`config.mk`:
```
export PLATFORM = sky130hd
export DESIGN_NAME = bram_fifo
export DESIGN_NICKNAME = d
export VERILOG_FILES = /design/src/rtl/bram_fifo_pkg.sv /design/src/rtl/bram_fifo_bram_sdp.sv /design/src/rtl/bram_fifo.sv
export SDC_FILE = /design/constraint.sdc
export NUM_CORES = 2
export LEC_CHECK = 0
export BUFFER_PORTS_ARGS = -buffer_cell sky130_fd_sc_hd__buf_4
export CAP_MARGIN = 20
export CORE_ASPECT_RATIO = 1.75
export CORE_UTILIZATION = 55
export CTS_BUF_LIST = sky130_fd_sc_hd__clkbuf_4
export CTS_CLUSTER_SIZE = 30
export DETAILED_ROUTE_END_ITERATION = 10
export GPL_ROUTABILITY_DRIVEN = 1
export MAX_ROUTING_LAYER = met4
export PLACE_DENSITY = 0.73
export SLEW_MARGIN = 40
export SYNTH_ARGS = -nofsm -noshare
export SYNTH_HDL_FRONTEND = slang
export SYNTH_SLANG_ARGS = --single-unit
```
`constraint.sdc`:
```
create_clock -name clk -period 4.3 [get_ports clk]
set_input_delay 0.86 -clock clk [delete_from_list [all_inputs] [get_ports clk]]
set_output_delay 0.86 -clock clk [all_outputs]
set_load 0.01 [all_outputs]
```
`src/rtl/bram_fifo_pkg.sv`:
```
// Shared FIFO package: default data width / depth and a constant-foldable
// ceiling-log2 helper used to size RAM address ports.
package bram_fifo_pkg;

    localparam int unsigned FIFO_WIDTH      = 16;
    localparam int unsigned FIFO_DEPTH_LOG2 = 8;

    // Ceiling log2; returns 0 for inputs of 0 or 1.
    function automatic int unsigned clog2(input int unsigned value);
        int unsigned v;
        int unsigned r;
        v = (value > 0) ? value - 1 : 0;
        r = 0;
        while (v > 0) begin
            r = r + 1;
            v = v >> 1;
        end
        return r;
    endfunction

endpackage

```
`src/rtl/bram_fifo_bram_sdp.sv`:
```
// Simple dual-port block RAM: one write port, one registered read port,
// single clock. The storage array has no reset; only the read register does.
// Ports:
//   clk, rst            clock and synchronous active-high reset (read reg only)
//   we, waddr, wdata    write port
//   re, raddr           read request; rdata loads on re, holds otherwise
//   rdata               registered read word (old data on same-address write)
module bram_sdp
    import bram_fifo_pkg::*;
#(
    parameter int unsigned WIDTH = FIFO_WIDTH,
    parameter int unsigned DEPTH = 1 << FIFO_DEPTH_LOG2,
    parameter int unsigned AW    = clog2(DEPTH)
) (
    input  logic             clk,
    input  logic             rst,
    input  logic             we,
    input  logic [AW-1:0]    waddr,
    input  logic [WIDTH-1:0] wdata,
    input  logic             re,
    input  logic [AW-1:0]    raddr,
    output logic [WIDTH-1:0] rdata
);

    logic [WIDTH-1:0] mem [DEPTH];

    // Write port.
    always_ff @(posedge clk) begin
        if (we) begin
            mem[waddr] <= wdata;
        end
    end

    // Read-first registered read port.
    always_ff @(posedge clk) begin
        if (rst) begin
            rdata <= '0;
        end else if (re) begin
            rdata <= mem[raddr];
        end
    end

endmodule

```
`src/rtl/bram_fifo.sv`:
```
// Synchronous FIFO built on a simple dual-port block RAM.
// Ports:
//   clk, rst          clock and synchronous active-high reset
//   flush             empties the FIFO; wr_en/rd_en ignored that cycle
//   wr_en, wr_data    write request and word
//   rd_en             read request
//   rd_data, rd_valid registered read word, valid one cycle after acceptance
//   full, empty, almost_full, almost_empty   level-derived status
//   level             stored word count (0..DEPTH)
//   overflow, underflow  sticky rejected-write / rejected-read flags
//   clr_err           clears the sticky flags unless a new error coincides
module bram_fifo
    import bram_fifo_pkg::*;
#(
    parameter int unsigned WIDTH      = FIFO_WIDTH,
    parameter int unsigned DEPTH_LOG2 = FIFO_DEPTH_LOG2,
    parameter int unsigned AFULL_LVL  = (1 << DEPTH_LOG2) - 4,
    parameter int unsigned AEMPTY_LVL = 4
) (
    input  logic                  clk,
    input  logic                  rst,
    input  logic                  flush,
    input  logic                  wr_en,
    input  logic [WIDTH-1:0]      wr_data,
    input  logic                  rd_en,
    output logic [WIDTH-1:0]      rd_data,
    output logic                  rd_valid,
    output logic                  full,
    output logic                  empty,
    output logic                  almost_full,
    output logic                  almost_empty,
    output logic [DEPTH_LOG2:0]   level,
    output logic                  overflow,
    output logic                  underflow,
    input  logic                  clr_err
);

    localparam int unsigned DEPTH = 1 << DEPTH_LOG2;
    localparam int unsigned AW    = clog2(DEPTH);
    localparam int unsigned LW    = DEPTH_LOG2 + 1;

    logic [AW-1:0] wptr;
    logic [AW-1:0] rptr;
    logic          wr_acc;
    logic          rd_acc;
    logic [LW-1:0] level_nxt;

    // Status flags straight from the registered level.
    assign full         = (level == LW'(DEPTH));
    assign empty        = (level == '0);
    assign almost_full  = (level >= LW'(AFULL_LVL));
    assign almost_empty = (level <= LW'(AEMPTY_LVL));

    // Acceptance: a read needs stored data, so a write into an empty FIFO
    // cannot satisfy a same-cycle read; a write at full rides on a read.
    always_comb begin
        rd_acc    = 1'b0;
        wr_acc    = 1'b0;
        level_nxt = level;
        if (!flush) begin
            rd_acc = rd_en && !empty;
            wr_acc = wr_en && (!full || rd_acc);
        end
        level_nxt = level + LW'(wr_acc) - LW'(rd_acc);
    end

    // Pointers, level, read-valid and sticky error flags.
    always_ff @(posedge clk) begin
        if (rst) begin
            wptr      <= '0;
            rptr      <= '0;
            level     <= '0;
            rd_valid  <= 1'b0;
            overflow  <= 1'b0;
            underflow <= 1'b0;
        end else if (flush) begin
            wptr     <= '0;
            rptr     <= '0;
            level    <= '0;
            rd_valid <= 1'b0;
        end else begin
            if (wr_acc) begin
                wptr <= wptr + AW'(1);
            end
            if (rd_acc) begin
                rptr <= rptr + AW'(1);
            end
            level     <= level_nxt;
            rd_valid  <= rd_acc;
            overflow  <= (wr_en && !wr_acc) || (overflow  && !clr_err);
            underflow <= (rd_en && !rd_acc) || (underflow && !clr_err);
        end
    end

    bram_sdp #(
        .WIDTH (WIDTH),
        .DEPTH (DEPTH),
        .AW    (AW)
    ) u_ram (
        .clk   (clk),
        .rst   (rst),
        .we    (wr_acc),
        .waddr (wptr),
        .wdata (wr_data),
        .re    (rd_acc),
        .raddr (rptr),
        .rdata (rd_data)
    );

endmodule

```
# After elaboration in Yosys (flattened, before gate mapping)
# Memories as Yosys holds them, arrays and structs flattened. A register that Yosys moved wholly into a read port is not among the register bits.
# Cells that the tools add are included.
# classes
n_addsub,4
order_cmp,2
reduce_logical,16
eq_ne,1
muxes,4
# op_table
operator,count
adder 8 x 1 -> 8 bit (second input constant),2
adder 9 x 1 -> 9 bit,1
== test 9 bit (second input constant),1
greater-or-equal comparator 9 x 8 -> 1 bit (second input constant),1
<= comparator 9 x 3 -> 1 bit (second input constant),1
logical NOT 9 bit,1
subtractor 9 x 1 -> 9 bit,1
logical AND 1 bit,6
logical NOT 1 bit,5
2-to-1 mux 1 bit,4
logical OR 1 bit,3
OR reduction 2 bit,1
# word_totals
register_bits,28
mem_bits_rw,4096
memories,1
output_inout_bits,32
# memory_table
name,words,word_bits,read_ports,rd_ports_with_merged_regs,write_ports,line,rtl
u_ram.mem,256,16,1,1,1,bram_fifo_bram_sdp.sv:25,logic [WIDTH-1:0] mem [DEPTH];

# Logic depth before layout (Yosys ltp)
# depth
depth_word,9
depth_mapped,20
ltp_nobuf,19

# Cells and area by module
# Synthesis repeated with hierarchy kept, for this count alone.
# unflattened
cells_unflattened,7792
area_unflattened_um2,160756.7
# modules_own_cells
mod,cells_each,instances,seq_area_each_um2,area_per_inst_um2
bram_sdp,7586,1,123318.3,158948.7
bram_fifo,206,1,560.5,1808.0

# Worst setup path before layout
# No wires, ideal clock.
# synth_timing
path_type,register -> register
startpoint,register level[4]
endpoint,register level[8]
synth_period_minus_slack_ns,3.758
setup_slack_ns,0.542
stages_incl_launch_ff,21
setup_ns,0.125
arrival_time_ns,3.633
path_buffers,1
path_cell_list,dfxtp_1 inv_1 ha_1 nand4bb_1 nor3b_1 or3b_2 inv_2 buf_2 ha_1 inv_1 ha_1 inv_1 fa_1 nand2b_1 a21oi_1 o21ai_0 a21oi_1 o21ai_0 a21oi_1 or3_1 a21oi_1
# synth_lines
element,line,rtl
"start, declared",bram_fifo.sv:32,"output logic [DEPTH_LOG2:0] level,"
"start signal, assigned",bram_fifo.sv:88,level <= level_nxt;
logical NOT 9 bit,bram_fifo.sv:50,assign empty = (level == '0);
via empty,bram_fifo.sv:29,"output logic empty,"
logical NOT 1 bit,bram_fifo.sv:61,rd_acc = rd_en && !empty;
logical AND 1 bit,bram_fifo.sv:61,
2-to-1 mux 1 bit,bram_fifo.sv:60,if (!flush) begin
via rd_acc,bram_fifo.sv:45,logic rd_acc;
subtractor 9 x 1 -> 9 bit,bram_fifo.sv:64,level_nxt = level + LW'(wr_acc) - LW'(rd_acc);
# The timed path passes the listed nets, and every way through them passes these cells.
# A chain may end at the register's enable or synchronous reset.

==> impl_metrics.tcl <==
set metrics [dict create \
    synth_edf_count 4096 \
    num_vias 85410 \
    clk_path_buf_depth 4 \
    grt_overflow 0 \
    p_sw_share_pct 22.51 \
    grt_pass1_vias 86330 \
    wl_um 458800 \
    setup_viol 0 \
    coreArea_um2 289000 \
    fin_crit_ns 4.103 \
    synth_fp_nets 7344 \
    max_freq_mhz 243.7 \
    cts-resized-gates 0 \
    antenna_found_initial 29 \
    fin_setup_tns_ns 0 \
    arrival_ns 5.45 \
    p_switching_w 0.01739 \
    drtAntennaViolNets 0 \
    avgSynthCellArea_um2 21.92 \
    cp.required_ns 5.64 \
    io_pins 54 \
    p_leak_nw 56.35 \
    gp_congestion 0.9713 \
    regToRegStartpoint "rptr[1]" \
    drive_above_1_share_pct 33.75 \
    worstPathMaxFanout 33 \
    start_util_pct 55.32 \
    ys_warn_count 0 \
    rows 261 \
    synthCells 7294 \
    die_area_um2 292900 \
    final_cells 13040 \
    ys_ff_latch 4140 \
    p_comb_share_pct 6.1 \
    p_int_w 0.05984 \
    synth_cell_types 77 \
    p_clk_share_pct 36.3 \
    syn_area_um2 159900 \
    io_buffers 53 \
    clockRootBuffer "clkbuf_4" \
    postSynth.asyncResetShare_pct 0 \
    crit_type "reg -> reg" \
    cts_tree "done" \
    startpoint_type "flop" \
    hold_violations 0 \
    nets 8585 \
    p_seq_share_pct 57.6 \
    rsz0062_at_grt "false" \
    r2r_slack_ns 0.20 \
    drcViolationCount 30 \
    grt_use_total_pct 32.27 \
    cts.sinks 4140 \
    violations "design-rule violations" \
    worstHoldPathType "in -> reg" \
    p_per_area_nw_per_um2 427.6 \
    ir_worst_vdd_v 0.0002363 \
    wl_per_cell_um 35.19 \
    relSlewSlack_pct 32.78 \
    finalClockSkew_ns 0.1233 \
    fp.dieH_um 715.2 \
    status "finished, violations left" \
    grt_first_pass_wirelength_um 637500 \
    clkTransAtPathRegs_ns 0.08 \
    firstDrtPassIters 11 \
    grt_max_degree 109 \
    drtIter0Drc 11810 \
    period_share_pct 95.42 \
    dp_hpwl_um 291800 \
    maxCapViolations 0 \
    worstSetupEndpointType "flop" \
    cp-startpoint "rptr[1]" \
    postCtsSetupBuffers 0 \
    worst_pin_slew_ns 1.008 \
    h-tree-depth 6 \
    synth-seq-area-share_pct 77.48 \
    hold_path.startpoint "wr_data[14]" \
    synthFlopType "edfxtp_1" \
    cts_buffers 839 \
    clock_latency_ns 1.45 \
    cts_hold_buf 13 \
    routed_via_density 6.551 \
    dp_cells 11480 \
    area_delta_synth_final_pct 12.97 \
    final_max_slew_viol_count 0 \
    die_w_um 409.6 \
]
[power by group through the flow]
stage	sequential (W)	clock (W)	combinational [W]
6_report	0.0444	0.0280	0.00474
5_1_grt	0.0444	0.0301	0.00495
4_1_cts	0.0444	0.0284	0.00471
3_5_place_dp	0.0453	0	0.00469
3_3_place_gp	0.0453	0	0.00461
2_1_floorplan	0.0453	0	0.00273
[area by class of cell]
class                      instances  area (um^2)
clock buffer                    1160         8708
sequential                      4140       123900
fill                           19400       108400
tap                             3813         4771
clock inverter                   331         1775
timing repair buffer             816         7647
antenna                           40        100.1
multi-input combinational       2709        33600
inverter                          29        118.9
[flip-flops by register name (all words and copies together) (netlist names)]
| signal | cells |
|---|---|
| rd_valid | 1 |
| overflow | 1 |
| level | 9 |
| underflow | 1 |
| wptr | 8 |
| rptr | 8 |
| u_ram.rdata | 16 |
| u_ram.mem | 4096 |
[synthesized netlist by cell type (55+ instances only)]
library cell	number	area [um^2]
edfxtp_1	4096	123000
clkbuf_1	136	510.5
mux4_2	953	21460
o221ai_1	62	543.0
o21ai_0	107	535.5
a22oi_1	57	427.9
nor2_1	373	1400
buf_4	55	412.9
nand2_1	136	510.5
a21oi_1	129	645.6
buf_2	134	670.6
mux2i_1	359	3593
o22ai_1	71	444.2
[critical path, cell delays in order, from the launching register on]
cell	delay [ns]
dfxtp_4	0.97
buf_4	0.60
buf_4	0.35
mux2i_1	0.11
o221ai_1	0.38
a21oi_1	0.11
o21ai_0	0.40
nand2_1	0.41
o221ai_1	0.47
nand3_1	0.11
o31ai_1	0.08
[per-layer routing]
| layer | track usage, % | vias to the layer above | share of wire, % |
|---|---|---|---|
| met5 | - | - | 0 |
| li1 | - | 33880 | - |
| met4 | 24.23 | 0 | 8.8 |
| met1 | 35.93 | 44090 | 31 |
| met2 | 51.34 | 5996 | 50 |
| met3 | 6.771 | 1441 | 10 |
[cell families (layout without fill, tap and decap cells)]
family                     after synthesis  after routing  share of synthesized area (%)
AOI/OAI and AO/OA                      650            650                          2.773
xor gates and xnor gates                16             16                        0.08765
other                                    0             40                              0
adders and majority gates               28             28                         0.2238
and+or+nand+nor                        667            667                          1.780
buffers and inverters                  445           2336                          1.644
DFF                                   4140           4140                          77.48
muxes                                 1348           1348                          16.01
[through the flow]
stage | power, W | hold WS (ns) | utilization [%] | instance area [um^2] | setup slack [ns]
after floorplan | 0.04806 | 0.4943 | - | 159900 | 0.5419
after global placement | 0.04995 | 0.4877 | 58.65 | 169500 | 0.2270
after detailed placement | 0.05003 | 0.5178 | 58.71 | 169700 | 0.1965
after CTS | 0.07751 | 0.004885 | 62.38 | 180300 | 0.2049
after global routing | 0.07943 | 0.06566 | 62.49 | 180600 | 0.1685
final | 0.07723 | 0.1381 | 62.50 | 180600 | 0.1969
[layout by cell type, fill, tap and decap left out, drive strengths merged, types with 29 or more instances in the layout]
cell type | Yosys | final
edfxtp | 4096 | 4096
clkbuf | 137 | 1177
mux4 | 962 | 962
buf | 279 | 781
nor2 | 373 | 373
mux2i | 359 | 359
clkinv | 1 | 295
nand2 | 136 | 136
a21oi | 129 | 129
o21ai | 117 | 117
o22ai | 71 | 71
o221ai | 62 | 62
a22oi | 57 | 57
a221oi | 48 | 48
a211oi | 44 | 44
dfxtp | 44 | 44
inv | 28 | 42
diode | 0 | 40
nand3 | 36 | 36
nor2b | 29 | 29
[final timing paths]
kind | endpoint | cells after the start
max | u_ram.rdata[7] | 10
min | u_ram.mem[93][14] | 1
max reg2reg | u_ram.rdata[7] | 10
min reg2reg | wptr[1] | 2
Power figures use the tool's default switching activity.
